## config.mk

```make
export PLATFORM = sky130hd
export DESIGN_NAME = sample_exerciser
export DESIGN_NICKNAME = d
export VERILOG_FILES = /design/src/rtl/sample_exerciser.sv
export SDC_FILE = /design/constraint.sdc
export NUM_CORES = 1
export LEC_CHECK = 0
export CAP_MARGIN = 20
export CORE_ASPECT_RATIO = 1.5
export CORE_MARGIN = 2
export CORE_UTILIZATION = 56
export DETAILED_ROUTE_END_ITERATION = 6
export PLACE_DENSITY = 0.81
export SYNTH_ARGS = -nofsm -noshare
export SYNTH_HDL_FRONTEND = slang
export SYNTH_SLANG_ARGS = --single-unit
```

## constraint.sdc

```tcl
create_clock -name clk_c1 -period 3.9 [get_ports clk_c1]
set_input_delay 0.78 -clock clk_c1 [delete_from_list [all_inputs] [get_ports clk_c1]]
set_output_delay 0.78 -clock clk_c1 [all_outputs]
set_load 0.05 [all_outputs]
```

## src/rtl/sample_exerciser.sv

```systemverilog
// Stimulus generator and response checker: issues N vectors (counter or LFSR),
// compares the downstream gate responses and reports errors and the first failing index.
module sample_exerciser (
    input  logic        clk_c1,
    input  logic        rstn_i1,
    input  logic        start_i1,
    input  logic        mode_i1,
    input  logic [15:0] count_i1,
    input  logic [6:0]  resp_i1,
    output logic [12:0] stim_o1,
    output logic        busy_o1,
    output logic        done_o1,
    output logic        pass_o1,
    output logic [7:0]  err_cnt_o1,
    output logic [15:0] first_fail_o1
);

    typedef enum logic [1:0] {IDLE, RUN, DRAIN, DONE} state_t;

    localparam logic [15:0] LFSR_SEED = 16'hACE1;
    localparam logic [15:0] NO_FAIL   = 16'hFFFF;

    state_t      state_reg;
    logic        mode_reg;
    logic [15:0] count_reg;
    logic [15:0] idx_reg;
    logic [15:0] lfsr_reg;
    logic        prev12_reg;
    logic [12:0] stim_reg;
    logic        busy_reg;
    logic        done_reg;
    logic        pass_reg;
    logic [7:0]  err_reg;
    logic [15:0] first_fail_reg;

    logic [15:0] lfsr_next;
    logic [15:0] idx_next;
    logic [12:0] vec_next;
    logic [5:0]  exp_resp;
    logic        comb_fail;
    logic        dff_fail;
    logic [15:0] fail_idx;
    logic [7:0]  err_next;
    logic [15:0] first_fail_next;
    logic        last_vec;

    always_comb begin
        lfsr_next = {lfsr_reg[0] ^ lfsr_reg[2] ^ lfsr_reg[3] ^ lfsr_reg[5], lfsr_reg[15:1]};
        idx_next  = idx_reg + 16'd1;
        vec_next  = mode_reg ? lfsr_next[12:0] : idx_next[12:0];
        last_vec  = (idx_reg == count_reg - 16'd1);

        exp_resp[0] = stim_reg[0] & stim_reg[1];
        exp_resp[1] = stim_reg[2] | stim_reg[3];
        exp_resp[2] = stim_reg[4] ^ stim_reg[5];
        exp_resp[3] = ~stim_reg[6];
        exp_resp[4] = stim_reg[7] ? stim_reg[8] : stim_reg[9];
        exp_resp[5] = stim_reg[10] ^ stim_reg[11];

        comb_fail = (state_reg == RUN) && (resp_i1[5:0] != exp_resp);
        // The registered response lags one vector; nothing valid to compare on vector 0.
        dff_fail  = (((state_reg == RUN) && (idx_reg != 16'd0)) || (state_reg == DRAIN))
                    && (resp_i1[6] != prev12_reg);

        // A dff failure in RUN belongs to the previous vector, which is the lower index.
        fail_idx = ((state_reg == RUN) && dff_fail) ? idx_reg - 16'd1 : idx_reg;

        err_next        = err_reg;
        first_fail_next = first_fail_reg;
        if (comb_fail || dff_fail) begin
            if (err_reg != 8'hFF)
                err_next = err_reg + 8'd1;
            if (first_fail_reg == NO_FAIL)
                first_fail_next = fail_idx;
        end
    end

    always_ff @(posedge clk_c1) begin
        if (!rstn_i1) begin
            state_reg      <= IDLE;
            mode_reg       <= 1'b0;
            count_reg      <= 16'd0;
            idx_reg        <= 16'd0;
            lfsr_reg       <= LFSR_SEED;
            prev12_reg     <= 1'b0;
            stim_reg       <= 13'd0;
            busy_reg       <= 1'b0;
            done_reg       <= 1'b0;
            pass_reg       <= 1'b0;
            err_reg        <= 8'd0;
            first_fail_reg <= NO_FAIL;
        end else begin
            case (state_reg)
                IDLE, DONE: begin
                    if (start_i1) begin
                        mode_reg       <= mode_i1;
                        count_reg      <= count_i1;
                        idx_reg        <= 16'd0;
                        lfsr_reg       <= LFSR_SEED;
                        prev12_reg     <= 1'b0;
                        err_reg        <= 8'd0;
                        first_fail_reg <= NO_FAIL;
                        if (count_i1 != 16'd0) begin
                            state_reg <= RUN;
                            busy_reg  <= 1'b1;
                            done_reg  <= 1'b0;
                            pass_reg  <= 1'b0;
                            stim_reg  <= mode_i1 ? LFSR_SEED[12:0] : 13'd0;
                        end else begin
                            state_reg <= DONE;
                            busy_reg  <= 1'b0;
                            done_reg  <= 1'b1;
                            pass_reg  <= 1'b1;
                            stim_reg  <= 13'd0;
                        end
                    end
                end
                RUN: begin
                    err_reg        <= err_next;
                    first_fail_reg <= first_fail_next;
                    prev12_reg     <= stim_reg[12];
                    if (last_vec) begin
                        state_reg <= DRAIN;
                    end else begin
                        idx_reg  <= idx_next;
                        stim_reg <= vec_next;
                        if (mode_reg)
                            lfsr_reg <= lfsr_next;
                    end
                end
                DRAIN: begin
                    err_reg        <= err_next;
                    first_fail_reg <= first_fail_next;
                    state_reg      <= DONE;
                    busy_reg       <= 1'b0;
                    done_reg       <= 1'b1;
                    pass_reg       <= (err_next == 8'd0);
                end
                default: state_reg <= IDLE;
            endcase
        end
    end

    assign stim_o1       = stim_reg;
    assign busy_o1       = busy_reg;
    assign done_o1       = done_reg;
    assign pass_o1       = pass_reg;
    assign err_cnt_o1    = err_reg;
    assign first_fail_o1 = first_fail_reg;

endmodule

```

# After elaboration in Yosys (flattened, before gate mapping)
# Index checks and enable logic that the tools add are counted.
[totals]
ff_bits = 92
in_bits = 27
out_inout_bits = 40
elab_cells = 95
[op_classes]
addsub = 4
n_eq_ne = 14
n_mux = 36
bitwise_logic = 8
n_reduce_logical = 21
[op_table]
columns = ["operator", "n"]
rows = [
  ["$mux 16", 9],
  ["$pmux 16 s2", 3],
  ["$mux 13", 3],
  ["$reduce_bool 16->1", 2],
  ["$sub 16x1->16 const B", 2],
  ["$pmux 13 s2", 1],
  ["$mux 12", 2],
  ["$mux 8", 3],
  ["$add 16x1->16 const B", 1],
  ["$eq 16x16->1", 1],
  ["$eq 16x16->1 const B", 1],
  ["$pmux 8 s2", 1],
  ["$add 8x1->8 const B", 1],
  ["$logic_not 8->1", 1],
  ["$ne 2x2->1 const B", 4],
  ["$ne 8x8->1 const B", 1],
  ["$pmux 1 s2", 4],
  ["$reduce_and 2->1", 4],
  ["$mux 1", 6],
  ["$mux 2", 3],
  ["$ne 6x6->1", 1],
  ["$pmux 2 s3", 1],
  ["$reduce_and 3->1", 2],
  ["$xor 1x1->1", 5],
  ["13 further kinds", 21],
]

# Logic depth before layout (Yosys ltp)
[depth]
ltp_word = 9
ltp_mapped = 14
depth_no_buf = 10

# Worst setup path after synthesis
# No wires, ideal clock.
[synth_path]
path_type = "register to register"
start = "register count_reg[0]"
end = "register lfsr_reg[14]"
setup_ns = 0.117
arrival_ns = 2.768
t_required_ns = 3.783
slack_ns = 1.015
path_stages_with_launch = 15
path_buffers = 4
period_less_slack_ns = 2.885
path_cell_list = "dfxtp_1 clkbuf_1 inv_1 ha_1 clkbuf_1 xnor2_1 xnor2_1 a311oi_1 nand4_1 or4b_4 buf_6 o21ai_4 nor3_2 buf_6 a22o_1"
[synth_between]
elab_chain_len = 4
[synth_rtl]
columns = ["element", "line", "text"]
rows = [
  ["start: declaration", "25", "logic [15:0] count_reg;"],
  ["start signal: assignment", "97", "count_reg <= count_i1;"],
  ["$sub 16x1->16", "51", "last_vec = (idx_reg == count_reg - 16'd1);"],
  ["$eq 16x16->1", "51", ""],
  ["$ne 2x2->1 (no source line)", "--", ""],
  ["$reduce_and 4->1 (no source line)", "--", ""],
  ["end signal: assignment", "128", "lfsr_reg <= lfsr_next;"],
  ["end: declaration", "27", "logic [15:0] lfsr_reg;"],
]
# Every way passes these cells.
# A chain may end at the register's enable or synchronous reset.

# Worst setup path after layout
[layout_path]
start = "register count_reg[0]"
end = "register lfsr_reg[1]"
# Same word-level chain as after synthesis.

==> flow_metrics.py <==
metrics = {
    "routing": {
        "drcViolationCount": 0,
        "routed_via_density": 6.32,
        "drt_first_pass_iters": 5,
        "via_count": 5271,
        "wl_um": 14700,
        "antenna_violating_nets_left": 0,
        "routed_wire_length_per_instance_um": 17.7,
        "drt-initial-drc-count": 445,
    },
    "synthesis": {
        "synth_largest_area_cell": "dfxtp_1",
        "synth_cells": 679,
        "postSynthNetCount": 713,
        "synth-edff-count": 0,
        "yosys.cell_count.top_type": "nand2_1",
        "post_synth.cell_area_avg_um2": 8.04,
        "synth_warnings": 0,
        "yosys.area.top_type_share_pct": 33.8,
        "asyncSetResetFlopFracSynth_pct": 0,
        "netlist-cell-type-count": 75,
        "synth_top_flop_cell": "dfxtp_1",
        "synth.ff_latch_count": 92,
        "synth-seq-area-share_pct": 33.8,
        "netlist_area_um2": 5460,
        "synthTopCellsByArea": "dfxtp_1 (34%), nand2_1 (6.7%), xnor2_1 (5.3%)",
        "netlist_top_cells_count": "nand2_1 (97), dfxtp_1 (92), a21oi_1 (42)",
    },
    "critical_path": {
        "timing.critical_path.required_ns": 4.19,
        "worst_setup_path_end_kind": "register",
        "crit_path_start_kind": "register",
        "crit_path_max_fanout": 14,
        "worst-r2r-setup-slack_ns": 0.65,
        "path_class": "register to register",
        "worst_ep_arrival_time_ns": 3.54,
    },
    "sta": {
        "timing.final.crit_share_pct": 83.3,
        "rsz0062_at_grt": "false",
        "setup_violations": 0,
        "hold_viol": 0,
        "finalSetupTns_ns": 0,
        "drv_slew": 0,
        "achievable-frequency_mhz": 308,
        "relSlewSlack_pct": 45.7,
        "tightest_slew_ns": 0.815,
        "timing.clock.skew_ns": 0.0102,
        "fin_worst_hold_slack_ns": 0.461,
        "finalCriticalPeriod_ns": 3.25,
    },
    "cts": {
        "h-tree-depth": 3,
        "tritoncts.num_buffers": 9,
        "post_cts_resized": 0,
        "post_cts.repair.setup_buffers": 0,
        "worst_skew_pair.late_latency_ns": 0.35,
        "clock_tree_sinks": 92,
        "ctsRootBufferMaster": "clkbuf_16",
        "clk_pin_slew_worst_paths_ns": 0.07,
        "ctsLongestPathBuffers": 2,
        "cts_tree": "yes",
        "cts_hold_buf": 0,
    },
    "hold_path": {
        "timing.hold.worst.class": "register to register",
    },
    "floorplan": {
        "placeableCoreArea_um2": 9580,
        "die-width_um": 84.6,
        "io_pins": 67,
        "floorplan.die_area_um2": 10600,
        "start_util_pct": 57.0,
        "die-height_um": 125,
        "rows": 44,
    },
    "global_routing": {
        "grt_overflow": 0,
        "grt_use_total_pct": 27.8,
        "global_route_wire_length_before_repair_um": 24000,
        "grt_max_degree": 46,
        "number_of_global_route_vias_before_repair": 5120,
        "antenna_found_initial": 0,
    },
    "power": {
        "vdd_ir_drop_max_v": 0.000447,
        "netSwitchingFraction_pct": 45.9,
        "clkPwrFrac_pct": 19.4,
        "power.sequential.fraction_pct": 28.0,
        "cellInternalPower_mw": 2.53,
        "p_leak_nw": 2.34,
        "p_per_area_nw_per_um2": 729,
        "total_switching_power_mw": 2.15,
        "combinational_cell_fraction_of_total_power_pct": 52.6,
    },
    "finish": {
        "syn2layout_area_growth_pct": 17.7,
        "final_net_count": 748,
        "multi_input_comb_area_um2": 3290,
        "antenna_cells": 0,
        "drive_gt1_share_pct": 8.07,
        "fillers": 799,
        "sequential_cell_area_um2": 1840,
    },
    "outcome": {
        "status": "finished, final reports clean",
    },
    "placed_design": {
        "dp_hpwl_um": 10600,
        "portBuffers": 66,
        "gpl.final_weighted_congestion": 0.894,
    },
    "job": {
        "drv.max_cap_violation_count": 0,
    },
}
## logic make-up after synthesis
logic type	share of synthesized area [%]
buffers and inverters	6.10
adder cells (fa/ha/maj)	1.61
XOR/XNOR	10.2
AND/OR/NAND/NOR	25.0
AO/OA/AOI/OAI	21.1
multiplexers	2.16
flip-flops	33.8
## power by group through the flow
stage          Clock (mW)  Sequential, mW  Combinational (mW)
2_1_floorplan           0            1.67                1.46
3_3_place_gp            0            1.32                2.32
3_5_place_dp            0            1.33                2.44
4_1_cts             0.919            1.31                2.45
5_1_grt             0.953            1.34                2.65
6_report            0.909            1.31                2.46
## layout make-up
class,count,share of cell area [%]
clock buffers,9,3.51
inverters,20,1.17
clock inverters,7,1.29
multi-input cells,513,51.1
flip-flops and latches,92,28.7
well taps,115,2.24
repair buffers,78,12.0
## placed cells by master (no fill, tap or decap), drive strengths merged, types with 10 or more instances in the layout
cell type,n
a21oi,44
a22o,10
buf,12
clkdlybuf4s50,66
dfxtp,92
inv,23
nand2,97
nand3,18
nand4,12
nor2,42
nor3,19
nor4,18
o21ai,38
o22ai,14
or3,11
or4,10
xnor2,33
xor2,23
## final timing paths
path	start	to	cells past startpoint
max	count_reg[0]	lfsr_reg[1]	10
min	lfsr_reg[14]	lfsr_reg[13]	2
max reg2reg	count_reg[0]	lfsr_reg[1]	10
min reg2reg	lfsr_reg[14]	lfsr_reg[13]	2
## through the flow
step | power, mW | instance area, µm² | std cells | util (%) | worst slack [ns]
floorplan | 3.13 | 5460 | 679 | - | 1.02
detailed placement | 3.77 | 6120 | 818 | 63.9 | 0.634
global placement | 3.64 | 6090 | 817 | 63.6 | 0.733
finish | 4.68 | 6420 | 834 | 67.1 | 0.652
global route | 4.94 | 6420 | 834 | 67.1 | 0.415
CTS | 4.68 | 6420 | 834 | 67.1 | 0.700
## critical path, stage by stage (launching register included)
cell,delay (ns)
dfxtp_1,0.47
inv_1,0.08
ha_1,0.33
o21ai_0,0.19
o32ai_1,0.13
a32oi_1,0.23
o22a_1,0.19
a21o_1,0.39
o21ai_4,0.22
nor3_2,0.69
a22o_1,0.26
## per-layer routing
metal / part of all wire [%] / routed length [µm] / global-route usage, % / vias to the layer above
li1: - / - / - / 2521
met2: 51 / 7490 / 47.8 / 220
met3: 5.9 / 867 / 4.44 / 59
met5: 0 / 0 / 0 / -
met1: 38 / 5570 / 31.1 / 2471
met4: 5.4 / 790 / 18.4 / 0
(Power assumes the default switching activity.)
